**config.mk**
```make
export PLATFORM = sky130hd
export DESIGN_NAME = elbeth_mem_responder_flat
export DESIGN_NICKNAME = d
export VERILOG_FILES = /design/src/rtl/elbeth_mem_pkg.sv /design/src/rtl/elbeth_mem_responder_if.sv /design/src/rtl/elbeth_byte_ram.sv /design/src/rtl/elbeth_mem_responder.sv /design/src/flat_wrapper.sv
export SDC_FILE = /design/constraint.sdc
export NUM_CORES = 2
export LEC_CHECK = 0
export BUFFER_PORTS_ARGS = -buffer_cell sky130_fd_sc_hd__buf_2
export CELL_PAD_IN_SITES_DETAIL_PLACEMENT = 0
export CELL_PAD_IN_SITES_GLOBAL_PLACEMENT = 2
export CORE_MARGIN = 3
export CORE_UTILIZATION = 48
export CTS_BUF_LIST = sky130_fd_sc_hd__clkbuf_8
export DETAILED_ROUTE_END_ITERATION = 8
export MAX_ROUTING_LAYER = met4
export PLACE_DENSITY_LB_ADDON = 0.1
export SYNTH_ARGS = -nofsm -noshare
export SYNTH_HDL_FRONTEND = slang
export SYNTH_SLANG_ARGS = --single-unit
```
**constraint.sdc**
```tcl
create_clock -name clk -period 4.2 [get_ports clk]
set_input_delay 0.42 -clock clk [delete_from_list [all_inputs] [get_ports clk]]
set_output_delay 0.42 -clock clk [all_outputs]
set_load 0.02 [all_outputs]
```
**src/rtl/elbeth_mem_pkg.sv**
```systemverilog
//------------------------------------------------------------------------------
// Module   : elbeth_mem_pkg
// Purpose  : Shared types, lane-mask constants and rw-legality check for the
//            ELBETH memory-port protocol.
// Revision : 1.0 - initial release
//------------------------------------------------------------------------------
`default_nettype none

package elbeth_mem_pkg;

  typedef enum logic [1:0] {
    ST_IDLE = 2'd0,
    ST_WAIT = 2'd1,
    ST_RESP = 2'd2
  } state_t;

  localparam logic [3:0] RW_READ    = 4'b0000;
  localparam logic [3:0] RW_BYTE0   = 4'b0001;
  localparam logic [3:0] RW_BYTE1   = 4'b0010;
  localparam logic [3:0] RW_BYTE2   = 4'b0100;
  localparam logic [3:0] RW_BYTE3   = 4'b1000;
  localparam logic [3:0] RW_HALF_LO = 4'b0011;
  localparam logic [3:0] RW_HALF_HI = 4'b1100;
  localparam logic [3:0] RW_WORD    = 4'b1111;

  // Only naturally aligned byte, half-word and word lane masks are legal.
  function automatic logic rw_is_legal(input logic [3:0] rw);
    logic legal;
    case (rw)
      RW_READ, RW_BYTE0, RW_BYTE1, RW_BYTE2, RW_BYTE3,
      RW_HALF_LO, RW_HALF_HI, RW_WORD: legal = 1'b1;
      default:                         legal = 1'b0;
    endcase
    return legal;
  endfunction

endpackage

`default_nettype wire

```
**src/rtl/elbeth_mem_responder_if.sv**
```systemverilog
//------------------------------------------------------------------------------
// Module   : elbeth_mem_responder_if
// Purpose  : ELBETH memory-port bundle (request from master, response from slave).
// Revision : 1.0 - initial release
//------------------------------------------------------------------------------
`default_nettype none

interface elbeth_mem_responder_if #(
  parameter int ADDR_WIDTH = 8
) ();

  logic                  mem_en;
  logic [ADDR_WIDTH-1:0] mem_addr;
  logic [31:0]           mem_wdata;
  logic [3:0]            mem_rw;
  logic [31:0]           mem_rdata;
  logic                  mem_ready;
  logic                  mem_error;

  modport master (
    output mem_en, mem_addr, mem_wdata, mem_rw,
    input  mem_rdata, mem_ready, mem_error
  );

  modport slave (
    input  mem_en, mem_addr, mem_wdata, mem_rw,
    output mem_rdata, mem_ready, mem_error
  );

endinterface

`default_nettype wire

```
**src/rtl/elbeth_byte_ram.sv**
```systemverilog
//------------------------------------------------------------------------------
// Module   : elbeth_byte_ram
// Purpose  : 32-bit word array with per-byte-lane synchronous write and
//            combinational read. Contents are not reset.
// Revision : 1.0 - initial release
//------------------------------------------------------------------------------
`default_nettype none

module elbeth_byte_ram #(
  parameter int WORD_ADDR_WIDTH = 6
) (
  input  logic                       clk,
  input  logic [3:0]                 we,
  input  logic [WORD_ADDR_WIDTH-1:0] waddr,
  input  logic [31:0]                wdata,
  input  logic [WORD_ADDR_WIDTH-1:0] raddr,
  output logic [31:0]                rdata
);

  localparam int c_depth = 2 ** WORD_ADDR_WIDTH;

  logic [31:0] r_mem [c_depth];

  always_ff @(posedge clk) begin
    for (int i = 0; i < 4; i++) begin
      if (we[i]) begin
        r_mem[waddr][8*i +: 8] <= wdata[8*i +: 8];
      end
    end
  end

  assign rdata = r_mem[raddr];

endmodule

`default_nettype wire

```
**src/rtl/elbeth_mem_responder.sv**
```systemverilog
//------------------------------------------------------------------------------
// Module   : elbeth_mem_responder
// Purpose  : Wait-state memory responder for one ELBETH memory port. Optional
//            abort-on-drop behaviour is enabled by ELBETH_MEM_RESP_ABORT_EN.
// Revision : 1.0 - initial release
//------------------------------------------------------------------------------
`default_nettype none

module elbeth_mem_responder
  import elbeth_mem_pkg::*;
#(
  parameter int ADDR_WIDTH = 8,
  parameter int LATENCY    = 2
) (
  input  logic                  clk,
  input  logic                  rst,
  elbeth_mem_responder_if.slave mem
);

  localparam int         c_word_aw   = ADDR_WIDTH - 2;
  localparam logic [3:0] c_wait_init = (LATENCY > 0) ? 4'(LATENCY - 1) : 4'd0;

  state_t                r_state;
  state_t                w_state_nxt;
  logic [3:0]            r_count;
  logic [3:0]            w_count_nxt;
  logic [ADDR_WIDTH-1:0] r_addr;
  logic [31:0]           r_wdata;
  logic [3:0]            r_rw;
  logic [31:0]           r_rdata;
  logic                  r_ready;
  logic                  r_error;

  logic [ADDR_WIDTH-1:0] w_req_addr;
  logic [31:0]           w_req_wdata;
  logic [3:0]            w_req_rw;
  logic                  w_illegal;
  logic                  w_enter_resp;
  logic [3:0]            w_we;
  logic [31:0]           w_ram_rdata;

  // In IDLE the live inputs are used so LATENCY=0 can respond on acceptance.
  always_comb begin
    w_req_addr  = r_addr;
    w_req_wdata = r_wdata;
    w_req_rw    = r_rw;
    if (r_state == ST_IDLE) begin
      w_req_addr  = mem.mem_addr;
      w_req_wdata = mem.mem_wdata;
      w_req_rw    = mem.mem_rw;
    end
  end

  assign w_illegal    = (w_req_addr[1:0] != 2'b00) || !rw_is_legal(w_req_rw);
  assign w_enter_resp = (w_state_nxt == ST_RESP);
  assign w_we         = (w_enter_resp && !w_illegal) ? w_req_rw : 4'b0000;

  always_comb begin
    w_state_nxt = r_state;
    w_count_nxt = r_count;
    case (r_state)
      ST_IDLE: begin
        if (mem.mem_en) begin
          if (LATENCY == 0) begin
            w_state_nxt = ST_RESP;
          end else begin
            w_state_nxt = ST_WAIT;
            w_count_nxt = c_wait_init;
          end
        end
      end
      ST_WAIT: begin
`ifdef ELBETH_MEM_RESP_ABORT_EN
        if (!mem.mem_en) begin
          w_state_nxt = ST_IDLE;
          w_count_nxt = 4'd0;
        end else if (r_count == 4'd0) begin
          w_state_nxt = ST_RESP;
        end else begin
          w_count_nxt = r_count - 4'd1;
        end
`else
        if (r_count == 4'd0) begin
          w_state_nxt = ST_RESP;
        end else begin
          w_count_nxt = r_count - 4'd1;
        end
`endif
      end
      ST_RESP: begin
        w_state_nxt = ST_IDLE;
      end
      default: begin
        w_state_nxt = ST_IDLE;
        w_count_nxt = 4'd0;
      end
    endcase
  end

  always_ff @(posedge clk or negedge rst) begin
    if (!rst) begin
      r_state <= ST_IDLE;
      r_count <= 4'd0;
      r_addr  <= '0;
      r_wdata <= '0;
      r_rw    <= '0;
      r_rdata <= '0;
      r_ready <= 1'b0;
      r_error <= 1'b0;
    end else begin
      r_state <= w_state_nxt;
      r_count <= w_count_nxt;
      if (r_state == ST_IDLE && mem.mem_en) begin
        r_addr  <= mem.mem_addr;
        r_wdata <= mem.mem_wdata;
        r_rw    <= mem.mem_rw;
      end
      r_ready <= w_enter_resp;
      r_error <= w_enter_resp && w_illegal;
      if (w_enter_resp) begin
        r_rdata <= (!w_illegal && w_req_rw == RW_READ) ? w_ram_rdata : 32'd0;
      end
    end
  end

  elbeth_byte_ram #(
    .WORD_ADDR_WIDTH (c_word_aw)
  ) u_ram (
    .clk   (clk),
    .we    (w_we),
    .waddr (w_req_addr[ADDR_WIDTH-1:2]),
    .wdata (w_req_wdata),
    .raddr (w_req_addr[ADDR_WIDTH-1:2]),
    .rdata (w_ram_rdata)
  );

  assign mem.mem_rdata = r_rdata;
  assign mem.mem_ready = r_ready;
  assign mem.mem_error = r_error;

endmodule

`default_nettype wire

```
**src/flat_wrapper.sv**
```systemverilog
// flat-port wrapper written by rule: the top's interface ports become plain ports
module elbeth_mem_responder_flat import elbeth_mem_pkg::*;
#(
  parameter int ADDR_WIDTH = 8,
  parameter int LATENCY    = 2
)
  (clk, rst, mem_mem_en, mem_mem_addr, mem_mem_wdata, mem_mem_rw, mem_mem_rdata, mem_mem_ready, mem_mem_error);
  elbeth_mem_responder_if #(.ADDR_WIDTH(ADDR_WIDTH)) mem_i ();
  input  logic clk;
  input  logic rst;
  input wire logic [$bits(mem_i.mem_en)-1:0] mem_mem_en;
  input wire logic [$bits(mem_i.mem_addr)-1:0] mem_mem_addr;
  input wire logic [$bits(mem_i.mem_wdata)-1:0] mem_mem_wdata;
  input wire logic [$bits(mem_i.mem_rw)-1:0] mem_mem_rw;
  output wire logic [$bits(mem_i.mem_rdata)-1:0] mem_mem_rdata;
  output wire logic [$bits(mem_i.mem_ready)-1:0] mem_mem_ready;
  output wire logic [$bits(mem_i.mem_error)-1:0] mem_mem_error;
  assign mem_i.mem_en = mem_mem_en;
  assign mem_i.mem_addr = mem_mem_addr;
  assign mem_i.mem_wdata = mem_mem_wdata;
  assign mem_i.mem_rw = mem_mem_rw;
  assign mem_mem_rdata = mem_i.mem_rdata;
  assign mem_mem_ready = mem_i.mem_ready;
  assign mem_mem_error = mem_i.mem_error;
  elbeth_mem_responder #(.ADDR_WIDTH(ADDR_WIDTH), .LATENCY(LATENCY)) u_core (.clk(clk), .rst(rst), .mem(mem_i));
endmodule
```
# Word level (Yosys, flattened, before mapping)
# Memory sizes are Yosys's and may differ from the RTL's.
# Cells that the tools add are included.
totals:
  regBits: 84
  latchBits: 0
  ramBits: 2048
  romBits: 16
  input_bits: 47
  out_inout_bits: 34
  n_memories: 2
op_classes:
  add_sub_neg: 1
  multipliers: 0
  div: 0
  n_lt_le_gt_ge: 0
  n_eq_ne: 5
  shifts: 0
  mux: 19
  bitwise_logic: 1
  n_reduce_logical: 12
memory_table:
  columns: ["name", "words", "width", "read_ports", "rd_ports_with_merged_regs", "wr", "line_no", "source"]
  rows:
  - ["u_core.u_ram.r_mem", 64, 32, 1, 0, 1, "elbeth_byte_ram.sv:22", "logic [31:0] r_mem [c_depth];"]
  - ["(no name shown)", 16, 1, 1, 0, 0, "elbeth_mem_pkg.sv:29", "case (rw)"]
op_table:
  columns: ["op", "n"]
  rows:
  - ["32-bit two-way mux", 2]
  - ["4-bit two-way mux", 4]
  - ["4-bit case mux with 3 select lines", 1]
  - ["4-bit zero test", 2]
  - ["1-bit two-way mux", 8]
  - ["8-bit two-way mux", 1]
  - ["2-bit == test, second input constant", 2]
  - ["1-bit logical AND", 4]
  - ["2-bit two-way mux", 2]
  - ["2-bit inequality test, second input constant", 2]
  - ["2-bit case mux with 2 select lines", 1]
  - ["4-bit by 1-bit subtractor with 4-bit output, second input constant", 1]
  - ["3-bit AND reduction", 1]
  - ["2-bit by 1-bit == test with 1-bit output, second input constant", 1]
  - ["1-bit zero test", 2]
  - ["2-bit zero test", 1]
  - ["2-bit nonzero test", 1]
  - ["1-bit logical OR", 1]
  - ["1-bit NOT", 1]

# Logic depth before layout (Yosys ltp)
# An unclocked memory read counts as a cell.
depth:
  word_depth: 10
  depth_mapped: 13
  depth_no_buf: 9

# Cells and area by module
# A second synthesis with hierarchy kept.
unflattened:
  cells_unflattened: 4187
  hier_area_um2: 84765.0
modules_own_cells:
  columns: ["mod", "n_inst", "cells_each", "area_per_inst_um2"]
  rows:
  - ["elbeth_byte_ram", 1, 3917, 80996.4]
  - ["elbeth_mem_responder", 1, 270, 3768.6]

# Worst setup path before layout
# OpenSTA, ideal clock, no wires.
synth_path:
  path_type: "register to register"
  from: "register u_core.r_state[0]"
  to: "memory u_core.u_ram.r_mem[10][0] (enable)"
  setup_time_ns: 0.383
  arrival_time_ns: 2.958
  setup_slack_ns: 0.859
  stages_incl_launch_ff: 13
  synth_period_minus_slack_ns: 3.341
  path_cell_list: "dfrtp_1 -> buf_6 -> or2_1 -> buf_6 -> buf_6 -> mux2i_1 -> ha_1 -> a31oi_1 -> o21ai_0 -> or3_1 -> buf_2 -> buf_1 -> nor3_1"
synth_between:
  elab_chain_cells: 10
  elab_cells_between_ends: 17
synth_lines:
  columns: ["item", "line_no", "source"]
  rows:
  - ["from (decl)", "elbeth_mem_responder.sv:23", "state_t r_state;"]
  - ["from (signal assigned)", "elbeth_mem_responder.sv:111", "r_state <= w_state_nxt;"]
  - ["2-bit zero test", "elbeth_mem_responder.sv:47, elbeth_mem_responder.sv:61", null]
  - ["4-bit two-way mux", "elbeth_mem_responder.sv:47", "if (r_state == ST_IDLE) begin"]
  - ["memory read 16 x 1 bit", null, null]
  - ["1-bit zero test", "elbeth_mem_responder.sv:54", "assign w_illegal = (w_req_addr[1:0] != 2'b00) || !rw_is_legal(w_req_rw);"]
  - ["1-bit logical OR", "elbeth_mem_responder.sv:54", null]
  - ["1-bit zero test", "elbeth_mem_responder.sv:56", "assign w_we = (w_enter_resp && !w_illegal) ? w_req_rw : 4'b0000;"]
  - ["1-bit logical AND", "elbeth_mem_responder.sv:56", null]
  - ["4-bit two-way mux", "elbeth_mem_responder.sv:56", null]
  - ["1-bit two-way mux", "elbeth_byte_ram.sv:26", "if (we[i]) begin"]
  - ["1-bit two-way mux (not written as such)", "elbeth_byte_ram.sv:27", "r_mem[waddr][8*i +: 8] <= wdata[8*i +: 8];"]
  - ["to (decl)", "elbeth_byte_ram.sv:22", null]
# Several ways; a longest one is shown, not always the timed one.

# Worst setup path in the final report
layout_path:
  from: "register u_core.r_state[0]"
  to: "memory u_core.u_ram.r_mem[59][19] (enable)"
# Same word-level chain as after synthesis.

==> key figures <==
Run status
  – Status: finished clean

CTS
  – Root buffer cell: clkbuf_8
  – Clk slew on worst S/H paths: 0.06 ns
  – CTS sink cnt: 2,132
  – Clock Path Buffers: 4
  – H-tree levels: 5
  – CTS tree: yes
  – Clock Latency Late Sink: 1.08 ns
  – TritonCTS buffer count: 366
  – # hold bufs at CTS: 48
  – CTS resizes: 0
  – Post-CTS Setup Bufs: 0

Pwr
  – Comb power frac: 39.5%
  – Leak: 32.9 nW
  – Clock Power Share: 22.3%
  – Net Sw Power: 0.0304 W
  – Sw Ratio: 40.6%
  – Int Power: 0.0446 W
  – PD cells: 778 nW/µm²
  – Max IR drop VDD: 0.000591 V
  – Sequential share of power: 38.2%
  – Total power: 0.0750 W

Floorplan
  – Number of core rows: 151
  – I/O pin count: 81
  – DIE WIDTH: 421 µm
  – Chip Height: 421 µm
  – Starting density of the core: 48.6%
  – Die area: 177,000 µm²
  – Core area: 170,000 µm²

Place
  – Detailed Place HPWL: 166,000 µm
  – Area after DPL: 89,600 µm²
  – GP Congestion: 0.869
  – Port buffer count: 80

Drt
  – DR WL/cell: 30.8 µm
  – Router iterations before antenna repair: 8
  – Remaining DRCs: 0
  – Final WL: 273,000 µm
  – Initial DRC Count: 6,525
  – Routed Antenna Nets: 0
  – Via count: 54,500
  – Vias/cell: 6.15

Critical path
  – CP max-delay cell: nor2_2
  – Crit path launch type: flip-flop
  – Endpoint type of the worst setup path: flip-flop
  – Arrival time worst endpoint: 4.83 ns
  – Critical Path, Cell by Cell: or2_4, buf_12, o21a_1, nor2_2, nand2_1, nor2_1, buf_4
  – CP Max Fanout: 31
  – CP peak stage delay: 1.04 ns
  – R2r endpoint: u_core.u_ram.r_mem[59][19]
  – Critical Path RT: 4.96 ns
  – R2R Setup Slk: 0.13 ns
  – R2R Path Start: u_core.r_state[0]
  – Worst Setup SP: u_core.r_state[0]
  – Worst Setup EP: u_core.u_ram.r_mem[59][19]
  – Cells on worst reg2reg path: 7
  – Critical path class: reg -> reg

STA
  – Fin crit period: 4.07 ns
  – FMAX: 246 MHz
  – Rel. slew slack: 10.6%
  – Finish-stage setup viols: 0
  – RSZ-0062 raised after global routing: false
  – Final Max Slew Viols: 0
  – Final hold vios: 0
  – Slew of the pin with the lowest slew margin: 1.34 ns
  – Tcrit/Tclk final: 96.9%
  – Setup TNS: 0 ns
  – Final Skew: 0.0592 ns

GRT
  – Tot GR Track Use: 31.1%
  – Number of global-route vias before repair: 52,700
  – First-pass GRT wire length: 389,000 µm
  – Antenna violations before repair: 12
  – Largest net degree at the start of global routing: 76
  – Total global routing overflow: 0

Logic synthesis
  – Synth Instances: 5,655
  – Warning count from the yosys run: 0
  – Netlist cell types: 80
  – Synthesized Nets: 5,705
  – Synth top area share: 74.4%
  – Synth Flop Type: edfxtp_1
  – Cell Area, Synth: 82,700 µm²
  – Register bit total from synthesis: 2,132
  – Post-synth EDFFs: 2,048
  – Mapped Avg Cell Area: 14.6 µm²
  – Asr flop ratio synth: 3.94%
  – Main area contributors after synthesis: edfxtp_1, nand2_1, dfrtp_1, o22ai_1, a21oi_1
  – Register area share after synthesis: 76.9%
  – Synth area leader: edfxtp_1

Finish
  – Fraction of layout cells with a size suffix above 1: 18.5%
  – Nets: 6,354
  – FILL cells: 13,900
  – Post-layout util: 56.6%
  – Synthesis-to-finish area growth: 16.6%
  – Final non-filler cell area: 96,400 µm²

Hold path
  – Min-delay worst type: in -> reg
  – Hold Path Stages: 3

Flow run
  – Number of max-cap violations: 0
==> per-layer routing <==
layer | global-route usage [%] | wire [µm]
met1 | 43.3 | 114000
met2 | 47.8 | 129000
met3 | 5.12 | 23000
met4 | 8.59 | 7030
met5 | - | 0
==> layout by cell type (no fill, tap or decap), types with 133 or more instances in the layout <==
| master | instances |
|---|---|
| edfxtp_1 | 2048 |
| nand2_1 | 1032 |
| buf_4 | 496 |
| clkbuf_8 | 382 |
| o22ai_1 | 282 |
| a21oi_1 | 254 |
| nor3_1 | 224 |
| nor2_1 | 213 |
| a31oi_1 | 170 |
| nand3_1 | 156 |
| a32oi_1 | 137 |
| inv_1 | 133 |
==> cell families after synthesis <==
| kind of cell | synth area share (%) |
|---|---|
| XOR/XNOR | 0.0106 |
| flip-flops | 76.9 |
| multiplexers | 1.86 |
| AND/OR/NAND/NOR | 9.02 |
| adder cells (fa/ha/maj) | 0.0454 |
| AO/OA/AOI/OAI | 9.77 |
| buffers and inverters | 2.38 |
==> flip-flops by register name, summed over array words and instances, names as in the netlist <==
signal	flops
u_core.r_addr	8
u_core.mem.mem_ready	1
u_core.u_ram.r_mem	2048
u_core.r_state	2
u_core.mem.mem_rdata	32
u_core.r_wdata	32
u_core.r_count	4
u_core.mem.mem_error	1
u_core.r_rw	4
==> how the worst min path moves through the flow <==
stage | slack, ns | to | from
finish | 0.13 | u_core.r_wdata[14] | mem_mem_wdata[14]
CTS | 0.05 | u_core.r_wdata[16] | mem_mem_wdata[16]
floorplan | 0.12 | u_core.mem.mem_error | rst
global placement | 0.49 | u_core.r_wdata[3] | u_core.r_wdata[3]
detailed placement | 0.50 | u_core.r_wdata[18] | u_core.r_wdata[18]
global route | 0.12 | u_core.r_wdata[16] | mem_mem_wdata[16]
==> stage by stage <==
stage	worst slack [ns]	hold WS, ns	instances
floorplan	0.859	0.124	5655
global placement	0.274	0.489	8183
detailed placement	0.246	0.495	8183
CTS	0.251	0.0527	8854
global route	0.117	0.122	8858
finish	0.129	0.134	8858
==> power by group through the flow <==
stage	Sequential, W	Clock [W]	Combinational, W
global route	0.0287	0.0180	0.0311
floorplan	0.0292	0	0.0148
detailed placement	0.0291	0	0.0294
CTS	0.0287	0.0170	0.0294
finish	0.0287	0.0167	0.0296
global placement	0.0291	0	0.0291
==> cells in the mapped netlist, types with 6 or more instances <==
library cell / instances
a211oi_1: 39
a21oi_1: 255
a221oi_1: 9
a222oi_1: 10
a22o_1: 23
a22oi_1: 38
a31oi_1: 170
a32o_1: 32
a32oi_1: 138
and3_1: 26
buf_1: 64
buf_2: 185
buf_4: 21
buf_6: 7
clkbuf_1: 142
dfrtp_1: 84
edfxtp_1: 2048
inv_1: 8
mux2_2: 58
mux2i_1: 87
nand2_1: 1072
nand3_1: 156
nor2_1: 217
nor2b_1: 6
nor3_1: 225
nor4_1: 25
o2111ai_1: 15
o211ai_1: 9
o21ai_0: 29
o221ai_1: 41
o22a_1: 31
o22ai_1: 282
o31ai_1: 13
or3_1: 6
or4_1: 7
==> critical path: cells and delay by family (launching register included) <==
| kind | cells | cell delay (ns) |
|---|---|---|
| AOI/OAI and AO/OA | 1 | 0.33 |
| buffers and inverters | 2 | 0.42 |
| DFF | 1 | 0.55 |
| and+or+nand+nor | 4 | 2.47 |
==> final cells by class <==
| cell class | instances | area (µm²) | share of cell area (%) |
|---|---|---|---|
| antenna | 4 | 10.0 | 0.0104 |
| tap | 2295 | 2870 | 2.98 |
| inverter | 8 | 30.0 | 0.0312 |
| clock inverter | 241 | 1050 | 1.09 |
| timing repair buffer | 700 | 6130 | 6.36 |
| clock buffer | 382 | 5260 | 5.45 |
| sequential | 2132 | 63600 | 66.0 |
| multi-input combinational | 3096 | 17400 | 18.1 |
(Power assumes the default switching activity.)
